==> config.mk <==
export PLATFORM = sky130hd
export DESIGN_NAME = and_gate_sweeper
export DESIGN_NICKNAME = d
export VERILOG_FILES = /design/src/rtl/and_gate_sweeper.sv
export SDC_FILE = /design/constraint.sdc
export NUM_CORES = 1
export LEC_CHECK = 0
export BUFFER_PORTS_ARGS = -buffer_cell sky130_fd_sc_hd__buf_2
export CORE_MARGIN = 3
export CORE_UTILIZATION = 60
export DETAILED_ROUTE_END_ITERATION = 10
export PLACE_DENSITY = 0.84
export SETUP_SLACK_MARGIN = 0.15
export SLEW_MARGIN = 20
export SYNTH_ARGS = -nofsm -noshare
export SYNTH_HDL_FRONTEND = slang
export SYNTH_SLANG_ARGS = --single-unit
==> constraint.sdc <==
create_clock -name clk -period 6.03 [get_ports clk]
set_input_delay 1.206 -clock clk [delete_from_list [all_inputs] [get_ports clk]]
set_output_delay 1.206 -clock clk [all_outputs]
set_load 0.02 [all_outputs]
==> src/rtl/and_gate_sweeper.sv <==
// Stimulus generator and response checker for an N_IN-input AND gate.
// Drives all 2^N_IN input vectors in ascending order and holds each one for
// HOLD_CYC cycles. The gate output is compared against &vec in a one-cycle
// CHECK slot. The block reports pass/fail, a saturating mismatch count and
// the first failing vector.
// Optional build macro: AND_SWEEP_STOP_ON_FAIL_EN ends the sweep at the first mismatch.
module and_gate_sweeper #(
  parameter int unsigned N_IN     = 3,   // gate inputs driven, 1..8
  parameter int unsigned HOLD_CYC = 10,  // cycles each vector is held before sampling, >= 1
  parameter int unsigned CNT_W    = 8    // mismatch counter width
) (
  input  logic             clk,
  input  logic             rst_n,
  input  logic             start,
  output logic             busy,
  output logic             done,
  output logic             pass,
  output logic [N_IN-1:0]  vec,
  input  logic             dut_y,
  output logic             exp_y,
  output logic [CNT_W-1:0] err_cnt,
  output logic [N_IN-1:0]  fail_vec
);

  // hold_cnt only ever reaches HOLD_CYC-1, so clog2(HOLD_CYC) bits suffice.
  localparam int unsigned HoldW = (HOLD_CYC > 1) ? $clog2(HOLD_CYC) : 1;

  localparam logic [HoldW-1:0] HoldLast = HoldW'(HOLD_CYC - 1);
  localparam logic [N_IN-1:0]  VecLast  = {N_IN{1'b1}};
  localparam logic [CNT_W-1:0] CntMax   = {CNT_W{1'b1}};

  typedef enum logic [1:0] {
    StIdle,
    StDrive,
    StCheck,
    StDone
  } state_e;

  state_e           state_q, state_d;
  logic [HoldW-1:0] hold_q, hold_d;
  logic [N_IN-1:0]  vec_q, vec_d;
  logic [CNT_W-1:0] err_q, err_d;
  logic [N_IN-1:0]  fail_q, fail_d;
  logic             pass_q, pass_d;

  logic mismatch;
  logic sweep_end;

  // Expected response is purely combinational, so it tracks vec on the same cycle.
  assign exp_y    = &vec_q;
  assign mismatch = (dut_y != exp_y);

  // A sweep ends after the last vector, or at the first mismatch when stop-on-fail is built in.
`ifdef AND_SWEEP_STOP_ON_FAIL_EN
  assign sweep_end = (vec_q == VecLast) || mismatch;
`else
  assign sweep_end = (vec_q == VecLast);
`endif

  // Next-state logic: sequence the sweep and accumulate check results.
  always_comb begin
    state_d = state_q;
    hold_d  = hold_q;
    vec_d   = vec_q;
    err_d   = err_q;
    fail_d  = fail_q;
    pass_d  = pass_q;

    unique case (state_q)
      // IDLE and DONE share the same start handling; a start clears all results.
      StIdle, StDone: begin
        if (start) begin
          state_d = StDrive;
          hold_d  = '0;
          vec_d   = '0;
          err_d   = '0;
          fail_d  = '0;
          pass_d  = 1'b0;
        end
      end

      // Hold the vector for HOLD_CYC cycles; start is ignored while busy.
      StDrive: begin
        if (hold_q == HoldLast) begin
          state_d = StCheck;
        end else begin
          hold_d = hold_q + HoldW'(1);
        end
      end

      // Single-cycle compare slot; dut_y is sampled on the edge that leaves this state.
      StCheck: begin
        if (mismatch) begin
          if (err_q != CntMax) begin
            err_d = err_q + CNT_W'(1);
          end
          // Capture only the first failing vector of the sweep.
          if (err_q == '0) begin
            fail_d = vec_q;
          end
        end

        hold_d = '0;
        if (sweep_end) begin
          state_d = StDone;
          vec_d   = '0;
          pass_d  = (err_d == '0);
        end else begin
          state_d = StDrive;
          vec_d   = vec_q + N_IN'(1);
        end
      end

      default: begin
        state_d = StIdle;
        hold_d  = '0;
        vec_d   = '0;
      end
    endcase
  end

  // State and result registers; the async reset clears every output without a clock.
  always_ff @(posedge clk or negedge rst_n) begin
    if (!rst_n) begin
      state_q <= StIdle;
      hold_q  <= '0;
      vec_q   <= '0;
      err_q   <= '0;
      fail_q  <= '0;
      pass_q  <= 1'b0;
    end else begin
      state_q <= state_d;
      hold_q  <= hold_d;
      vec_q   <= vec_d;
      err_q   <= err_d;
      fail_q  <= fail_d;
      pass_q  <= pass_d;
    end
  end

  // Output decode from registered state.
  always_comb begin
    busy     = (state_q == StDrive) || (state_q == StCheck);
    done     = (state_q == StDone);
    pass     = pass_q;
    vec      = vec_q;
    err_cnt  = err_q;
    fail_vec = fail_q;
  end

endmodule

==> metrics, run 1 <==
status finished clean; WL final a little over 3000 um; Cell Chain, Critical Path ha_1 > ha_1 > xor2_1 > nor2b_1 > and4_4 > mux2_4 > o41ai_2; Tot Pwr 0.361 mW; biggest cell delay along the critical path 0.68 ns; max cap viols 0; CTS tree done; initial antenna violation count 0; maximum clock rate between 300 and 400 MHz; normalized max-slew margin a little under half; Resized cells post-CTS 0; Worst R2R Setup Slack 3.12 ns; Cell Pwr Density roughly 240 nW/um2; RSZ-0062 raised after global routing no; critical path class reg -> reg; post-synthesis sequential area ratio 38.7%; layout cells sized above 1 18.6%; crit path from vec[0]; Clock transition at path regs about 0.13 ns; max-slew violations 0; number of global-route vias before repair 1195; Clock Skew 0.00204 ns; Via density 6.18; maximum root-to-sink buffer count 2; Mapped Nets approximately 160; Worst Path Arrival roughly 3.1 ns; Min-Delay Path Class reg -> reg; first-pass GRT wire length 5310 um; worst skew pair latency around 0.32 ns; die height between 50 and 60 um; warning count from the yosys run 0; top routing layer in use met4; Main synth FF type dfrtp_1; kind of end point of the critical path register; CTS buffer count 3; register area 526 um2; port bufs 21; fin area 1490 um2; final setup violation count 0; Placed Area about 1500 um2; total congestion overflow 0; row cnt 16; initial core utilization around two thirds; nets@finish 182; Synth cell types 43; die width 53.6 um; io pins 22; Total GRT Usage between 20% and 30%; DRT met1 WL roughly 1300 um; Final Critical Period 2.91 ns; Post-synth EDFFs 0; core area approximately 2000 um2; clock sink count 21; Die Area roughly 2900 um2; drt wl/cell 16.0 um; Worst-Margin Slew approximately 0.80 ns; Synth-to-Final Area Change 10.0%; HPWL after DPL about 2300 um; FILL cells between 150 and 200; Crit Reg-Reg Startpoint vec[0]; DRT antenna net count 0; setup bufs post-CTS 0; Crit Path Max Fanout 11; DR vias between 1000 and 1500; pin count of the biggest net entering global routing 22; Startpoint Class register; met2 WL 1490 um; drt first pass iters 4; Leak about 0.74 nW; syn_area_per_cell between 9 and 10 um2; Slowest-stage cell, CP xor2_1; Max H-tree Level 1; Fin. Hold Viols 0; diode count 0; DRC 0; final core utilization between 70% and 80%; cell count after synthesis 148; most used cell along the critical path ha_1; CP required 6.25 ns; TNS Setup 0 ns; Hold Startpoint fail_vec[2]; area occupied by multi-input gates between 700 and 800 um2; #FFs+latches synth 21; peak supply drop 201 uV; DRT iter0 DRCs 34; fin crit share about half; asr flop ratio synth 100%; mapped cell area 1360 um2; Final GP Congestion 0.949; DR WL met3 between 200 and 250 um; CTS root buf clkbuf_4; # hold bufs at CTS 0; dpl cells 190; non-filler cells, final 194
==> cell type report <==
| cell class | instances | area share, % |
|---|---|---|
| clock buffers | 3 | 1.51 |
| clock inverters | 1 | 0.503 |
| inverters | 10 | 2.51 |
| multi-input cells | 111 | 51.0 |
| flip-flops and latches | 21 | 35.2 |
| well taps | 27 | 2.26 |
| repair buffers | 21 | 7.04 |
==> worst paths after layout <==
path | depth (start not counted) | endpoint
setup reg to reg | 7 | pass
setup / recovery | 7 | pass
max in group asynchronous | 1 | fail_vec[0]
hold / removal | 2 | fail_vec[2]
hold reg to reg | 2 | fail_vec[2]
min in group asynchronous | 1 | fail_vec[2]
==> sequential cells by signal, indices dropped and copies added, names as in the netlist <==
signal / flops
pass: 1
vec: 3
state_q: 2
err_cnt: 8
fail_vec: 3
hold_q: 4
==> report_power, final <==
part / internal, mW / switching (mW)
Sequential: 0.154 / 0.0162
Clock: 0.0254 / 0.0483
Combinational: 0.0381 / 0.0790
==> critical path, delay by kind of cell, from the launching register on <==
| family | cells | cell delay [ns] |
|---|---|---|
| XOR/XNOR | 1 | 0.68 |
| AND/OR/NAND/NOR | 2 | 0.52 |
| adder cells (fa/ha/maj) | 2 | 0.49 |
| flip-flops | 1 | 0.45 |
| AO/OA/AOI/OAI | 1 | 0.35 |
| multiplexers | 1 | 0.31 |
==> layer usage <==
metal | global-route usage, % | vias up
met5 | 0 | -
met3 | 3.88 | 10
met4 | 8.94 | 0
li1 | - | 578
met2 | 43.9 | 59
met1 | 31.9 | 552
==> cell families (layout without fill, tap and decap cells) <==
kind of cell,Yosys count,after routing,share of synthesized area (%)
simple gates,54,54,20.6
fa+ha+maj,10,10,9.22
xor+xnor,2,2,1.29
mux,4,4,3.41
buf+inv,16,35,5.16
compound gates,41,41,21.6
flops,21,21,38.7
==> per-stage QoR <==
step           hold WS, ns  worst slack, ns
6_report             0.487             3.12
5_1_grt              0.523             2.97
4_1_cts              0.496             3.14
3_5_place_dp         0.466             2.87
3_3_place_gp         0.455             2.98
2_1_floorplan        0.521             3.56
==> cells in the mapped netlist, drive strengths merged, types with 2 or more instances <==
cell type	instances	area share (%)
nor2	8	2.2
and4	2	1.5
ha	10	9.2
nor3	3	1.1
o21ai	13	5.1
mux2i	2	1.5
a31oi	3	1.4
nand4	5	2.3
nand3	5	1.8
a21o	3	1.7
nand2b	3	1.4
dfrtp	21	39
o22ai	2	0.92
inv	10	2.8
mux2	2	1.9
and2b	2	1.3
nor2b	2	0.92
a22o	7	4.5
and3	2	0.92
nand2	18	5.0
xor2	2	1.3
clkbuf	2	0.55
nor4	2	0.92
buf	4	1.8
a21oi	3	1.1
==> cell usage in the layout, fill, tap and decap left out, types with 3 or more instances in the layout <==
cell type and n:
nand4_1 5, a21oi_1 3, o21ai_0 11, inv_1 10, nor3_1 3, nand3_1 5
buf_2 21, clkbuf_4 3, a21o_1 3, nor2_1 8, nand2_1 18, ha_1 10
nand2b_1 3, dfrtp_1 21, a22o_1 7, a31oi_1 3
Note: power is estimated with default switching activity, not from simulation.
==> run 2, diff against run 1 <==
- CORE_UTILIZATION: 60 -> 50
- PLACE_DENSITY: 0.84 -> 0.75
- clock period: 6.03 -> 2.38 ns (I/O delays scaled with it)
==> metrics, run 2 (synthesis results as in run 1) <==
status finished clean; port bufs 21 (unchanged); CTS tree done; Max H-tree Level 1 (unchanged); WL final 3050 um (-1.7%); nets@finish 186 (+2.2%); Worst-Margin Slew 0.712 ns (-0.0833 ns); die height 58.1 um (+8.5%); initial antenna violation count 0 (unchanged); register area 527 um2 (+0.24%); CTS root buf clkbuf_4; DR vias 1201 (+0.17%); Worst Path Arrival 2.33 ns (-0.80 ns); row cnt 18 (+2); RSZ-0062 raised after global routing no; max FFs per register 8 (unchanged); total congestion overflow 0 (unchanged); initial core utilization 53.8% (-13 points); most frequent cells in the layout buf_2 (21), dfrtp_1 (20), nand2_1 (18), inv_1 (10), o21ai_0 (10); Crit Path Max Fanout 6 (-5); most common cell after layout, fill and taps aside buf_2; DRT antenna net count 0 (unchanged); Startpoint Class register; core area 2520 um2 (+24%); Final Critical Period 2.12 ns (-0.784 ns); Final GP Congestion 0.904 (-4.7%); number of global-route vias before repair 1089 (-8.9%); fin crit share 89.2% (+41 points); kind of end point of the critical path register; Cell Pwr Density 573 nW/um2 (+140%); maximum root-to-sink buffer count 2 (unchanged); TNS Setup 0 ns (unchanged); CTS buffer count 3 (unchanged); die width 58.1 um (+8.5%); diode count 0 (unchanged); Min-Delay Path Class in -> async; Via density 5.98 (-3.3%); fin area 1570 um2 (+4.9%); Leak 0.755 nW (+2.4%); normalized max-slew margin 52.2% (+5.4 points); io pins 22 (unchanged); Die Area 3380 um2 (+18%); drt first pass iters 4 (unchanged); maximum clock rate 471 MHz (+37%); area occupied by multi-input gates 803 um2 (+5.4%); critical path class reg -> reg; Total GRT Usage 18.8% (-6.5 points); worst skew pair latency 0.30 ns (-0.02 ns); DRC 0 (unchanged); HPWL after DPL 2280 um (+0.61%); CP required 2.59 ns (-3.66 ns); Placed Area 1490 um2 (+1.5%); first-pass GRT wire length 4890 um (-8.1%); drt wl/cell 15.2 um (-5.2%); Clock transition at path regs 0.11 ns (-0.02 ns); Clock Skew 0.00413 ns (+0.00209 ns); Synth-to-Final Area Change 15.4%; final setup violation count 0 (unchanged); FILL cells 222 (+28%); clock sink count 21 (unchanged); max-slew violations 0 (unchanged); max cap viols 0 (unchanged); peak supply drop 555 uV (+180%); pin count of the biggest net entering global routing 22 (unchanged); Fin. Hold Viols 0 (unchanged); DRT iter0 DRCs 58 (+71%); layout cells sized above 1 22.8% (+4.2 points)
-- run 2: worst paths after layout --
| path | endpoint | start | slack [ns] | cells past startpoint |
|---|---|---|---|---|
| setup / recovery | pass | vec[1] | 0.26 | 7 |
| hold / removal | err_cnt[2] | rst_n | 0.11 | 1 |
| setup reg to reg | pass | vec[1] | 0.26 | 7 |
| hold reg to reg | fail_vec[1] | fail_vec[1] | 0.51 | 2 |
| max in group asynchronous | vec[0] | rst_n | 1.92 | 1 |
| min in group clk | fail_vec[1] | fail_vec[1] | 0.51 | 2 |
-- run 2: critical path, stage by stage (launching register included) --
cell	delay [ns]
dfrtp_1	0.43
ha_2	0.20
ha_4	0.18
xor2_2	0.16
nor2b_4	0.18
and4_4	0.25
mux2_4	0.32
o41ai_4	0.32
-- run 2: layer usage --
| metal | part of all wire (%) | track usage, % | wire [um] |
|---|---|---|---|
| met5 | 0 | 0 | 0 |
| met4 | 1.1 | 6.95 | 33 |
| met3 | 6.7 | 2.45 | 204 |
| met2 | 46 | 29.8 | 1390 |
| met1 | 47 | 26.2 | 1420 |
-- run 2: power breakdown --
part	internal (mW)	switching (mW)	leakage [nW]
Combinational	0.104	0.194	0.453
Clock	0.0653	0.104	0.0150
Sequential	0.390	0.0402	0.287
Total	0.559	0.338	0.755
-- run 2: cell type report --
class	instances	share of cell area [%]
inverters	10	2.40
well taps	30	2.40
repair buffers	25	8.63
clock buffers	4	1.68
multi-input cells	111	51.3
flip-flops and latches	21	33.6
-- run 2: timing repair --
item,CTS,global route
pin swaps,1,0
gates resized for setup,1,6
hold buffers,0,0
buffers inserted,0,2
setup endpoints to repair,1,1
-- run 2: stage by stage --
stage	setup slack [ns]	std cells	utilization [%]	power (mW)	hold WS, ns
6_report	0.258	201	62.1	0.898	0.113
5_1_grt	0.164	201	62.1	0.964	0.124
4_1_cts	0.155	199	60.1	0.900	0.124
3_5_place_dp	0.139	195	58.9	0.732	0.461
3_3_place_gp	0.257	195	58.9	0.712	0.461
2_1_floorplan	0.155	148	-	0.638	0.180
==> run 3, diff against run 2 <==
- BUFFER_PORTS_ARGS: -buffer_cell sky130_fd_sc_hd__buf_2 -> -buffer_cell sky130_fd_sc_hd__buf_4
- CORE_MARGIN: 3 -> default
==> metrics, run 3 (synthesis results as in run 1) <==
critical path class reg -> reg; fin area 1600 um2 (+1.9%); Max H-tree Level 1 (unchanged); die width 54.1 um (-6.9%); non-filler cells, final 201 (unchanged); row cnt 18 (unchanged); CTS root buf clkbuf_4; DRT antenna net count 0 (unchanged); peak supply drop 634 uV (+14%); Synth-to-Final Area Change 17.6%; normalized max-slew margin 53.1% (+0.94 points); nets@finish 186 (unchanged); status finished clean; first-pass GRT wire length 5220 um (+6.9%); number of global-route vias before repair 1147 (+5.3%); Crit Path Max Fanout 6 (unchanged); die height 54.1 um (-6.9%); Crit Reg-Reg Startpoint vec[0]; Tot Pwr 0.921 mW (+2.6%); io pins 22 (unchanged); FILL cells 215 (-3.2%); R2R depth 7 (unchanged); final core utilization 63.3% (+1.2 points); initial antenna violation count 0 (unchanged); initial core utilization 53.8% (unchanged); final setup violation count 0 (unchanged); DR vias 1230 (+2.4%); Worst Path Arrival 2.38 ns (+0.05 ns); WL final 3210 um (+5.2%); drt first pass iters 4 (unchanged); Clock transition at path regs 0.13 ns (+0.02 ns); drt wl/cell 15.9 um (+5.2%); fin crit share 90.8% (+1.6 points); TNS Setup 0 ns (unchanged); capturing point of the worst reg2reg path pass; pin count of the biggest net entering global routing 22 (unchanged); most frequent cells in the layout buf_4 (25), dfrtp_1 (20), nand2_1 (18), o21ai_0 (11), inv_1 (10); total congestion overflow 0 (unchanged); core area 2520 um2 (unchanged); area occupied by multi-input gates 779 um2 (-3.0%); crit path from vec[0]; Placed Area 1540 um2 (+3.5%); Worst R2R Setup Slack 0.22 ns (-0.04 ns); CP required 2.59 ns (about the same); Clock Skew 0.0117 ns (+0.00753 ns); Min-Delay Path Class in -> async; worst skew pair latency 0.32 ns (+0.02 ns); diode count 0 (unchanged); Worst Setup EP pass; most common cell after layout, fill and taps aside buf_4; CTS tree done; Final Critical Period 2.16 ns (+0.0376 ns); Via density 6.12 (+2.4%); DRT iter0 DRCs 23 (-60%); Die Area 2930 um2 (-13%); maximum root-to-sink buffer count 2 (unchanged); maximum clock rate 463 MHz (-1.7%); Final GP Congestion 0.879 (-2.8%); dpl cells 195 (unchanged); CTS buffer count 3 (unchanged); Startpoint Class register; Leak 0.763 nW (+1.0%); HPWL after DPL 2340 um (+2.7%); Cell Pwr Density 577 nW/um2 (+0.68%); RSZ-0062 raised after global routing no; Total GRT Usage 25.0% (+6.2 points); max cap viols 0 (unchanged); Worst-Margin Slew 0.698 ns (-0.0140 ns); DRC 0 (unchanged); max-slew violations 0 (unchanged); clock sink count 21 (unchanged); max FFs per register 8 (unchanged); kind of end point of the critical path register; layout cells sized above 1 22.8% (unchanged); register area 527 um2 (unchanged); Fin. Hold Viols 0 (unchanged); port bufs 21 (unchanged)
[run 3: changes by cell type in the layout (fill, tap and decap cells not counted)]
cell,change
buf_2,-21
buf_4,+21
clkbuf_1,-1
clkinv_2,+1
ha_1,+1
ha_4,-1
o21ai_0,+1
o21ai_1,-1
o41ai_2,+1
o41ai_4,-1
[run 3: report_power, final]
group | switching (mW) | internal, mW
Combinational | 0.201 | 0.113
Clock | 0.116 | 0.0629
Sequential | 0.0379 | 0.390
Total | 0.355 | 0.566
[run 3: area by class of cell]
cell class | count | share of cell area, %
Clock buffer | 3 | 1.41
Clock inverter | 1 | 0.313
Inverter | 10 | 2.35
Multi-Input combinational cell | 111 | 48.8
Sequential cell | 21 | 33.0
Tap cell | 30 | 2.35
Timing Repair Buffer | 25 | 11.8
[run 3: how the worst min path moves through the flow]
| stage | from | to | cells past startpoint |
|---|---|---|---|
| after global placement | rst_n | hold_q[3] | 1 |
| final | rst_n | hold_q[3] | 1 |
| after global routing | rst_n | err_cnt[1] | 1 |
| after floorplan | rst_n | err_cnt[0] | 0 |
| after CTS | rst_n | err_cnt[1] | 1 |
| after detailed placement | rst_n | err_cnt[1] | 1 |
[run 3: repair_timing]
item	4_1_cts	5_1_grt
setup endpoints to repair	1	1
hold endpoints to repair	0	0
resized for setup	1	2
setup buffers	0	2
hold buffers	0	0
[run 3: critical path, stage by stage, from the launching register on]
cell,delay (ns)
dfrtp_2,0.42
ha_1,0.20
ha_2,0.22
xor2_2,0.18
nor2b_4,0.17
and4_4,0.25
mux2_4,0.31
o41ai_2,0.32
[run 3: layer usage]
metal	track usage [%]	routed length, um
met4	8.55	38
met2	40.9	1560
met5	0	0
met3	2.54	157
met1	34.3	1450
[run 3: metrics by stage]
stage,setup WS (ns),hold WS [ns]
finish,0.220,0.0138
global route,0.141,0.0352
CTS,0.161,0.0256
detailed placement,0.153,0.378
global placement,0.251,0.376
floorplan,0.155,0.180
